<file path="config.mk">
export PLATFORM = sky130hd
export DESIGN_NAME = vend_controller
export DESIGN_NICKNAME = d
export VERILOG_FILES = /design/src/rtl/vend_controller.sv
export SDC_FILE = /design/constraint.sdc
export NUM_CORES = 1
export LEC_CHECK = 0
export BUFFER_PORTS_ARGS = -buffer_cell sky130_fd_sc_hd__buf_2
export CORE_UTILIZATION = 33
export DETAILED_ROUTE_END_ITERATION = 6
export SETUP_SLACK_MARGIN = 0.3
export SLEW_MARGIN = 15
export SYNTH_ARGS = -nofsm -noshare
export SYNTH_HDL_FRONTEND = slang
export SYNTH_SLANG_ARGS = --single-unit
</file>
<file path="constraint.sdc">
create_clock -name clock -period 4.3 [get_ports clock]
set_clock_uncertainty 0.05 [all_clocks]
set_input_delay 0.86 -clock clock [delete_from_list [all_inputs] [get_ports clock]]
set_output_delay 0.86 -clock clock [all_outputs]
set_load 0.02 [all_outputs]
</file>
<file path="src/rtl/vend_controller.sv">
// vend_controller
//   Sequencer for the three-item nickel/dime vending machine. It latches the
//   item selection and accumulates coin credit against that item's price.
//   It then handshakes with the dispense mechanism and finally returns change
//   or refunds one nickel per cycle. Cancel or an inactivity timeout in
//   COLLECT aborts the sale into a refund. All outputs are registered.
//
// Ports
//   clock        in   system clock, rising edge
//   reset        in   synchronous, active-high
//   select_valid in   selection strobe, sampled only in IDLE
//   select       in   [1:0] item code 1..3 (0 ignored)
//   nickel_in    in   one-cycle pulse per nickel inserted
//   dime_in      in   one-cycle pulse per dime inserted
//   cancel       in   customer cancel, honoured only in COLLECT
//   vend_ack     in   dispense mechanism completion
//   vend         out  [2:0] one-hot dispense request, bit i-1 = item i
//   nickel_out   out  one nickel ejected per high cycle
//   coin_reject  out  the coin sampled on the previous edge was bounced
//   credit       out  [3:0] accumulated credit in nickels
//   item         out  [1:0] latched item code, 0 in IDLE
//   busy         out  high whenever the machine is not in IDLE
module vend_controller #(
  parameter int PRICE_1 = 3,
  parameter int PRICE_2 = 4,
  parameter int PRICE_3 = 5,
  parameter int TIMEOUT = 255
) (
  input  logic       clock,
  input  logic       reset,
  input  logic       select_valid,
  input  logic [1:0] select,
  input  logic       nickel_in,
  input  logic       dime_in,
  input  logic       cancel,
  input  logic       vend_ack,
  output logic [2:0] vend,
  output logic       nickel_out,
  output logic       coin_reject,
  output logic [3:0] credit,
  output logic [1:0] item,
  output logic       busy
);

  localparam int TW = $clog2(TIMEOUT + 1);

  typedef enum logic [2:0] {
    S_IDLE,
    S_COLLECT,
    S_DISPENSE,
    S_CHANGE,
    S_REFUND
  } state_t;

  state_t          state, state_next;
  logic [3:0]      remaining, remaining_next;
  logic [TW-1:0]   timer, timer_next, timer_inc;
  logic [3:0]      credit_next, coin_credit, change_due;
  logic [2:0]      vend_next;
  logic [1:0]      item_next;
  logic            nickel_next, reject_next, busy_next, coin_any;

  function automatic logic [3:0] price_of(input logic [1:0] code);
    case (code)
      2'd1:    return 4'(PRICE_1);
      2'd2:    return 4'(PRICE_2);
      default: return 4'(PRICE_3);
    endcase
  endfunction

  function automatic logic [2:0] onehot(input logic [1:0] code);
    case (code)
      2'd1:    return 3'b001;
      2'd2:    return 3'b010;
      2'd3:    return 3'b100;
      default: return 3'b000;
    endcase
  endfunction

  // A dime always wins over a simultaneous nickel, so only one coin is
  // ever credited per cycle.
  assign coin_any    = nickel_in | dime_in;
  assign coin_credit = credit + (dime_in ? 4'd2 : {3'b000, nickel_in});
  assign timer_inc   = timer + TW'(1);
  assign change_due  = credit - price_of(item);

  always_comb begin
    state_next     = state;
    item_next      = item;
    credit_next    = credit;
    remaining_next = remaining;
    timer_next     = timer;
    vend_next      = 3'b000;
    nickel_next    = 1'b0;
    reject_next    = 1'b0;

    case (state)
      S_IDLE: begin
        reject_next = coin_any;
        if (select_valid && select != 2'd0) begin
          state_next  = S_COLLECT;
          item_next   = select;
          credit_next = 4'd0;
          timer_next  = '0;
        end
      end

      S_COLLECT: begin
        reject_next = nickel_in & dime_in;
        if (coin_any) begin
          credit_next = coin_credit;
          timer_next  = '0;
        end else begin
          timer_next  = timer_inc;
        end
        // A completing coin beats a simultaneous cancel or timeout.
        if (coin_any && coin_credit >= price_of(item)) begin
          state_next = S_DISPENSE;
          vend_next  = onehot(item);
        end else if (cancel || (!coin_any && timer_inc == TW'(TIMEOUT))) begin
          if (credit_next == 4'd0) begin
            // Nothing to hand back: skip the refund state entirely.
            state_next     = S_IDLE;
            item_next      = 2'd0;
            remaining_next = 4'd0;
          end else begin
            state_next     = S_REFUND;
            remaining_next = credit_next;
            nickel_next    = 1'b1;
          end
        end
      end

      S_DISPENSE: begin
        reject_next = coin_any;
        vend_next   = onehot(item);
        if (vend_ack) begin
          vend_next   = 3'b000;
          credit_next = 4'd0;
          if (change_due != 4'd0) begin
            state_next     = S_CHANGE;
            remaining_next = change_due;
            nickel_next    = 1'b1;
          end else begin
            state_next     = S_IDLE;
            item_next      = 2'd0;
            remaining_next = 4'd0;
          end
        end
      end

      S_CHANGE, S_REFUND: begin
        reject_next    = coin_any;
        remaining_next = remaining - 4'd1;
        if (state == S_REFUND) begin
          credit_next = remaining - 4'd1;
        end
        if (remaining_next == 4'd0) begin
          state_next  = S_IDLE;
          item_next   = 2'd0;
          credit_next = 4'd0;
        end else begin
          nickel_next = 1'b1;
        end
      end

      default: begin
        state_next     = S_IDLE;
        item_next      = 2'd0;
        credit_next    = 4'd0;
        remaining_next = 4'd0;
      end
    endcase

    busy_next = (state_next != S_IDLE);
  end

  always_ff @(posedge clock) begin
    if (reset) begin
      state       <= S_IDLE;
      item        <= 2'd0;
      credit      <= 4'd0;
      remaining   <= 4'd0;
      timer       <= '0;
      vend        <= 3'b000;
      nickel_out  <= 1'b0;
      coin_reject <= 1'b0;
      busy        <= 1'b0;
    end else begin
      state       <= state_next;
      item        <= item_next;
      credit      <= credit_next;
      remaining   <= remaining_next;
      timer       <= timer_next;
      vend        <= vend_next;
      nickel_out  <= nickel_next;
      coin_reject <= reject_next;
      busy        <= busy_next;
    end
  end

endmodule

</file>
---- Word level (Yosys, flattened, before mapping) ----
Cells that the tools add are included.
operators by class
  add/sub/neg operators ................... 4
  $mul .................................... 0
  divide/modulo/power cells ............... 0
  $lt $le $gt $ge ......................... 1
  eq/ne operators ......................... 16
  shift operators ......................... 0
  muxes and demuxes ....................... 47
  bitwise operators ....................... 3
  reductions and logical operators ........ 18
operators with widths
  operator                                        number
  2-to-1 mux 4 bit                                12
  one-hot mux 4 bit (4 select lines)              2
  2-to-1 mux 3 bit                                8
  2-to-1 mux 2 bit                                9
  2-to-1 mux 8 bit                                2
  one-hot mux 8 bit (2 select lines)              1
  inequality test 2 bit (second input constant)   7
  one-hot mux 3 bit (2 select lines)              2
  one-hot mux 3 bit (4 select lines)              1
  one-hot mux 3 bit (3 select lines)              1
  adder 8 x 1 -> 8 bit (second input constant)    1
  == test 8 bit (second input constant)           1
  zero test 4 bit                                 2
  one-hot mux 2 bit (4 select lines)              1
  AND reduction 7 bit                             1
  == test 3 x 2 -> 1 bit (second input constant)  2
  2-to-1 mux 1 bit                                6
  adder 4 x 2 -> 4 bit                            1
  == test 2 bit (second input constant)           2
  greater-or-equal comparator 4 bit               1
  AND reduction 4 bit                             1
  nonzero test 2 bit                              2
  nonzero test 4 bit                              1
  OR reduction 4 bit                              1
  19 further kinds                                21
word-level totals
  flip-flop bits (word level) ............. 27
  bits in latches ......................... 0
  memory bits (writable) .................. 0
  bits in read-only memories .............. 0
  input port bits ......................... 9
  output and inout port bits .............. 12
  word-level logic and storage cells ...... 98
  memories ................................ 0

---- Logic depth before layout (Yosys ltp) ----
Gate-level depths: netlist of the first run.
  depth after elaboration ................. 10
  depth in mapped cells ................... 11
  mapped depth without buffers ............ 11

---- Worst setup path after synthesis of the first run ----
OpenSTA, ideal clock, no wires.
  path type ............................... input port to flip-flop
  start point ............................. input port nickel_in
  end point ............................... register remaining[0]
  library setup time ...................... 0.071 ns
  data arrival time ....................... 3.257 ns
  required time ........................... 4.179 ns
  slack ................................... 0.923 ns
  stages .................................. 11
  path buffers ............................ 0
  cells stage by stage .................... nor2b_1 ha_1 fa_1 xor2_1 ha_1 a21o_1 a31oi_1 a31oi_1 a211o_1 or3_1 a21oi_1
on the way
  longest elaborated chain between the ends .. 9
  elaborated cells between the ends (all ways) .. 18
  classes of those cells .................. add/sub: 1; order compare: 1; eq/ne: 2; mux: 7; bitwise: 1; reduce/logical: 6
RTL lines
  what                                RTL line  RTL
  start: declaration                  33        input logic nickel_in,
  2-to-1 mux 2 bit                    83        assign coin_credit = credit + (dime_in ? 4'd2 : {3'b000, nickel_in});
  adder 4 x 2 -> 4 bit                83
  2-to-1 mux 4 bit                    110       if (coin_any) begin
  2-to-1 mux 4 bit                    97        case (state)
  zero test 4 bit                     121       if (credit_next == 4'd0) begin
  2-to-1 mux 4 bit                    121
  2-to-1 mux 4 bit                    120       end else if (cancel || (!coin_any && timer_inc == TW'(TIMEOUT))) begin
  2-to-1 mux 4 bit                    117       if (coin_any && coin_credit >= price_of(item)) begin
  one-hot mux 4 bit (4 select lines)  97
  end signal: assignment              193       remaining <= remaining_next;
  end: declaration                    56        logic [3:0] remaining, remaining_next;
Parallel ways exist; a longest one is shown, timed or not. The select of a mux whose other input is x is not followed.
A chain may end at the register's enable or synchronous reset.

---- Final worst setup path of the first run ----
Ends and elaborated chain as after synthesis.

==> flow_summary.ini, run 1 <==
[outcome]
outcome = finished, final reports clean

[worst_setup_path]
worstSetupPathDepth = 12
reg2reg_to = item[0]$_SDFFE_PP0P_
crit_fanout = 8
critical_path_required_ns = 4.48
r2r_slack_ns = 1.28
path_class = in2reg
critPathLaunch = nickel_in
reg2reg_depth = 10
worst-endpoint-arrival_ns = 3.59
cp-start-kind = primary input
worstSetupEndpointType = register
worstPathCellList = buf_2, nor2b_1, ha_1, fa_1, xor2_1, ha_1, a21o_1, a31oi_1, a31oi_1, a211o_1, or3_1, a21oi_1
crit_slowest_cell = fa_1
critPathTopFamily = compound AO/OA/AOI/OAI gates
worstReg2RegStart = item[0]$_SDFFE_PP0P_
crit_buf_inv = 1
crit_end = remaining[0]$_SDFFE_PP0P_
slowest_delay_ns = 0.42

[clocking]
h-tree-depth = 1
cts_buffer_depth = 2
tritoncts = done
numCtsBuffers = 3
root_buffer = clkbuf_8
hold_buffers = 0
clock-sinks = 27
clk_pin_slew_worst_paths_ns = 0.11
postCtsSetupBuffers = 0
post_cts_resized = 0
clk_latency_ns = 0.29

[grt]
grt_pass1_wl_microns = 8190
grt_max_degree = 18
antenna_found_initial = 0
track_usage = 0.163
grt_pass1_vias = 1725
gr-total-overflow = 0

[synth]
synth.distinct_cells = 55
synth.largest_area_cell = dfxtp_1
synthXorXnorAreaFrac = 0.0351
synth_nets = 276
synth_most_common_cell = nor2_1
synthTopCellsByCount = 32 x nor2_1, 27 x dfxtp_1, 22 x a21oi_1, 16 x nand2_1, 15 x o21ai_0
synth_top_area_share = 0.271
synth-seq-cells = 27
synthTopCellsByArea = dfxtp_1 27%, ha_1 7.5%, nor2_1 6.0%
ys_seq_area_frac = 0.271
synth_adder_area_share = 0.0952
synth_area_sq_um = 2000
synth-simple-area-share = 0.278
synth_top_family_by_area = simple AND/OR/NAND/NOR gates
syn_inst = 253
synth-async-reset-ratio = 0
syn_area_per_cell_sq_um = 7.89
ys_warn_count = 0
synth_compound_area_frac = 0.254
synth_mux_area_frac = 0.0157
synth_edf_count = 0
ys.flop_type = dfxtp_1

[placed_design]
place_ws_ns = 0.610
dp_cells = 333
gp_congestion = 0.826
io_buffers = 20
place_hpwl_microns = 3730
place_area_sq_um = 2120

[floorplanning]
rows = 27
die_x_microns = 79.8
die_h_microns = 79.8
start_util = 0.352
core_area_sq_um = 5680
io_pins = 21
die_area_sq_um = 6370

[cells_and_area]
area_growth_pct = 8.58
fillCellCount = 608
drive_above_1_share = 0.125
seqCellArea_sq_um = 541
antenna_cells = 0
final_cell_area_sq_um = 2170
finalNonFillerCells = 337
multi_input_area_sq_um = 1350
nets = 289

[drt]
wire_per_inst_microns = 14.4
drt_pre_antenna_iters = 4
vias = 1865
drcViolationCount = 0
ant_nets = 0
via_per_inst = 5.53
drt_wl_total_microns = 4860
first_iter_violations = 75

[worst_hold_path]
holdCritPathClass = reg2reg
min-delay-start = item[0]$_SDFFE_PP0P_

[power]
intPower_w = 0.000524
clkPwrFrac = 0.171
leakage_nw = 0.858
pwr-share-seq = 0.354
swShare = 0.434
p_sw_w = 0.000402
cellPowerDensity_nw_per_um2 = 427
max-vdd-ir-drop_mv = 0.232
combPwrFrac = 0.475

[run]
maxCapViolations = 0

[sta]
max_freq_mhz = 293
min_period_ns = 3.41
relSlewSlack = 0.460
tightest_slew_ns = 0.808
worst_hold_slack_ns = 0.426
final-hold-violation-count = 0
rsz0062_at_grt = false
setup_tns_ns = 0
fin_ws_ns = 0.891
finalSetupViolations = 0
fin_crit_sh = 0.793
slew_violations = 0
## through the flow
step	utilization	total power, W
finish	0.382	0.000925
global route	0.382	0.00101
CTS	0.382	0.000933
detailed placement	0.373	0.000771
global placement	0.373	0.000768
floorplan	-	0.000663
## power by group through the flow
stage | clock [W] | sequential (W) | combinational [W]
2_1_floorplan | 0 | 0.000334 | 0.000329
3_3_place_gp | 0 | 0.000333 | 0.000435
3_5_place_dp | 0 | 0.000333 | 0.000437
4_1_cts | 0.000166 | 0.000328 | 0.000439
5_1_grt | 0.000179 | 0.000334 | 0.000495
6_report | 0.000159 | 0.000327 | 0.000439
## state kept, by name (all words and copies together) (netlist names)
| signal | count |
|---|---|
| vend | 3 |
| nickel_out | 1 |
| item | 2 |
| credit | 4 |
| state | 3 |
| remaining | 4 |
| timer | 8 |
| coin_reject | 1 |
| busy | 1 |
## per-layer routing
metal / track usage / routed length [microns]
met1: 0.214 / 2380
met2: 0.274 / 2260
met3: 0.0320 / 178
met4: 0.0375 / 47
met5: 0 / 0
## worst register-to-register path: stages, from the launching register on
cell       delay (ns)
dfxtp_1          0.39
nand2b_1         0.24
ha_1             0.21
inv_1            0.05
fa_1             0.48
or3b_1           0.36
a211o_1          0.26
a21boi_0         0.19
o2bb2ai_1        0.17
o311ai_0         0.35
o41ai_1          0.12
## how the worst min path moves through the flow
stage          slack [ns]  cells past startpoint                    end
2_1_floorplan        0.41                      2  timer[7]$_SDFFE_PP0P_
3_3_place_gp         0.41                      2     vend[2]$_SDFF_PP0_
3_5_place_dp         0.42                      2     vend[2]$_SDFF_PP0_
4_1_cts              0.43                      2     vend[2]$_SDFF_PP0_
5_1_grt              0.48                      2     vend[2]$_SDFF_PP0_
6_report             0.43                      2     vend[2]$_SDFF_PP0_
## area by class of cell
type | instances | area share
Tap cell | 72 | 0.0415
Clock inverter | 1 | 0.00404
Inverter | 9 | 0.0156
Timing Repair Buffer | 20 | 0.0462
Clock buffer | 3 | 0.0190
Sequential cell | 27 | 0.249
Multi-Input combinational cell | 205 | 0.624
## kinds of logic after synthesis
logic type,after synthesis
adders and majority gates,14
buffers and inverters,21
and+or+nand+nor,104
DFF,27
muxes,3
AOI/OAI and AO/OA,76
xor gates and xnor gates,8
## cell usage in the layout, fill, tap and decap left out, types with 4 or more instances in the layout
cell      instances
a211o_1           4
a211oi_1          5
a21oi_1          22
a31oi_1           5
buf_2            20
dfxtp_1          27
ha_1             12
inv_1             8
nand2_1          16
nand2b_1          5
nand3_1           8
nand3b_1          4
nor2_1           32
nor3_1            7
nor4_1            4
o21ai_0          15
or3_1             6
xnor2_1           6
Power figures use the tool's default switching activity.
==> run 2: changes to the inputs <==
Clock period 4.3 ns to 3.4 ns, I/O delays scaled along.
==> run 2 against run 1 <==
  * Critical endpoint unchanged
  * Final cell count increased by 3.3%
  * First-iteration DRC count increased to 2.7 times the previous value
  * Highest routed layer unchanged
  * Wire length increased by 6.6%
  * Total power increased by 38%
  * Largest cell class unchanged
==> flow_summary.ini, run 2 (synthesis gave the netlist of run 1 again) <==
[outcome]
outcome = finished, final reports clean

[drt]
via_per_inst = 5.55
wire_per_inst_microns = 14.9
first_iter_violations = 200
ant_nets = 0
drt_pre_antenna_iters = 4
vias = 1933
drcViolationCount = 0
drt_wl_total_microns = 5180

[grt]
grt_pass1_wl_microns = 8580
gr-total-overflow = 0
grt_max_degree = 18
antenna_found_initial = 0
grt_pass1_vias = 1706
track_usage = 0.172

[floorplanning]
die_area_sq_um = 6370
rows = 27
die_h_microns = 79.8
die_x_microns = 79.8
start_util = 0.352
io_pins = 21
core_area_sq_um = 5680

[clocking]
hold_buffers = 0
h-tree-depth = 1
clk_latency_ns = 0.28
root_buffer = clkbuf_8
cts_buffer_depth = 2
tritoncts = done
clock-sinks = 27
clk_pin_slew_worst_paths_ns = 0.10
numCtsBuffers = 3

[worst_setup_path]
critical_path_required_ns = 3.56
worstPathCellList = buf_6, nor2b_4, ha_4, fa_2, xor2_1, ha_1, a21o_1, a31oi_4, a31oi_4, a211o_4, or3_1, a21oi_1
path_class = in2reg
crit_slowest_cell = a211o_4
crit_top_cell = a31oi_4
crit_fanout = 6
slowest_delay_ns = 0.39
cp-start-kind = primary input
worst-endpoint-arrival_ns = 3.25
worstSetupEndpointType = register

[cells_and_area]
antenna_cells = 0
top_register = timer
nets = 300
final_common_cell = nor2_1
area_growth_pct = 16.3
drive_above_1_share = 0.188
final_cell_mix = 32 x nor2_1, 26 x dfxtp_1, 22 x a21oi_1
reg_top3 = timer (8), credit (4), remaining (4)
largest_reg_flops = 8

[placed_design]
place_ws_ns = -0.0495
io_buffers = 20
place_hpwl_microns = 3800
gp_congestion = 0.908

[sta]
tightest_slew_ns = 0.836
fin_ws_ns = 0.315
max_freq_mhz = 324
fin_crit_sh = 0.907
slew_violations = 0
rsz0062_at_grt = true
relSlewSlack = 0.442
finalSetupViolations = 0
min_period_ns = 3.09
final-hold-violation-count = 0

[power]
max-vdd-ir-drop_mv = 0.238
cellPowerDensity_nw_per_um2 = 551
leakage_nw = 0.926
power_w = 0.00128

[run]
maxCapViolations = 0

[worst_hold_path]
holdCritPathClass = reg2reg
==> run 2: power by group <==
group          total, W  switching [W]  internal (W)
combinational  0.000678       0.000382      0.000296
sequential     0.000418      0.0000622      0.000355
clock          0.000185       0.000102     0.0000822
==> run 2: layout make-up <==
class | instances | area (sq um)
timing repair buffer | 31 | 189
clock buffer | 3 | 41.3
sequential | 27 | 542
fill | 583 | 3350
clock inverter | 1 | 5.00
tap | 72 | 90.1
multi-input combinational | 205 | 1420
inverter | 9 | 33.8
==> run 2: repair_timing <==
action | CTS | global route
setup buffers | 1 | 5
resized for setup | 1 | 12
setup endpoints to repair | 1 | 9
pin swaps | 3 | 7
==> run 2: worst paths after layout <==
path,startpoint,to,slack [ns],depth (start not counted)
min,timer[7]$_SDFFE_PP0P_,timer[7]$_SDFFE_PP0P_,0.46,2
min reg2reg,timer[7]$_SDFFE_PP0P_,timer[7]$_SDFFE_PP0P_,0.46,2
max,nickel_in,remaining[0]$_SDFFE_PP0P_,0.31,12
max reg2reg,credit[0]$_SDFFE_PP0P_,item[0]$_SDFFE_PP0P_,0.47,10
==> run 2: routing by layer <==
metal | GRT usage | up-vias | routed length, microns
met4 | 0.0214 | 0 | 33
met5 | 0 | - | 0
met1 | 0.251 | 903 | 2650
met2 | 0.272 | 53 | 2280
met3 | 0.0240 | 2 | 219
li1 | - | 975 | -
==> run 2: worst max-delay path, delay by kind of cell <==
family / cells / cell delay (ns)
buffers and inverters: 1 / 0.09
AND/OR/NAND/NOR: 2 / 0.47
XOR/XNOR: 1 / 0.15
AO/OA/AOI/OAI: 5 / 1.05
adder cells (fa/ha/maj): 3 / 0.81
==> run 2: through the flow <==
step / instances / hold WS, ns / util / TNS [ns] / cell area (sq um)
floorplan: 253 / 0.412 / - / 0 / 2000
global placement: 338 / 0.430 / 0.381 / 0 / 2160
detailed placement: 338 / 0.445 / 0.381 / -0.0495 / 2160
CTS: 343 / 0.459 / 0.391 / 0 / 2220
global route: 348 / 0.498 / 0.409 / 0 / 2320
finish: 348 / 0.460 / 0.409 / 0 / 2320
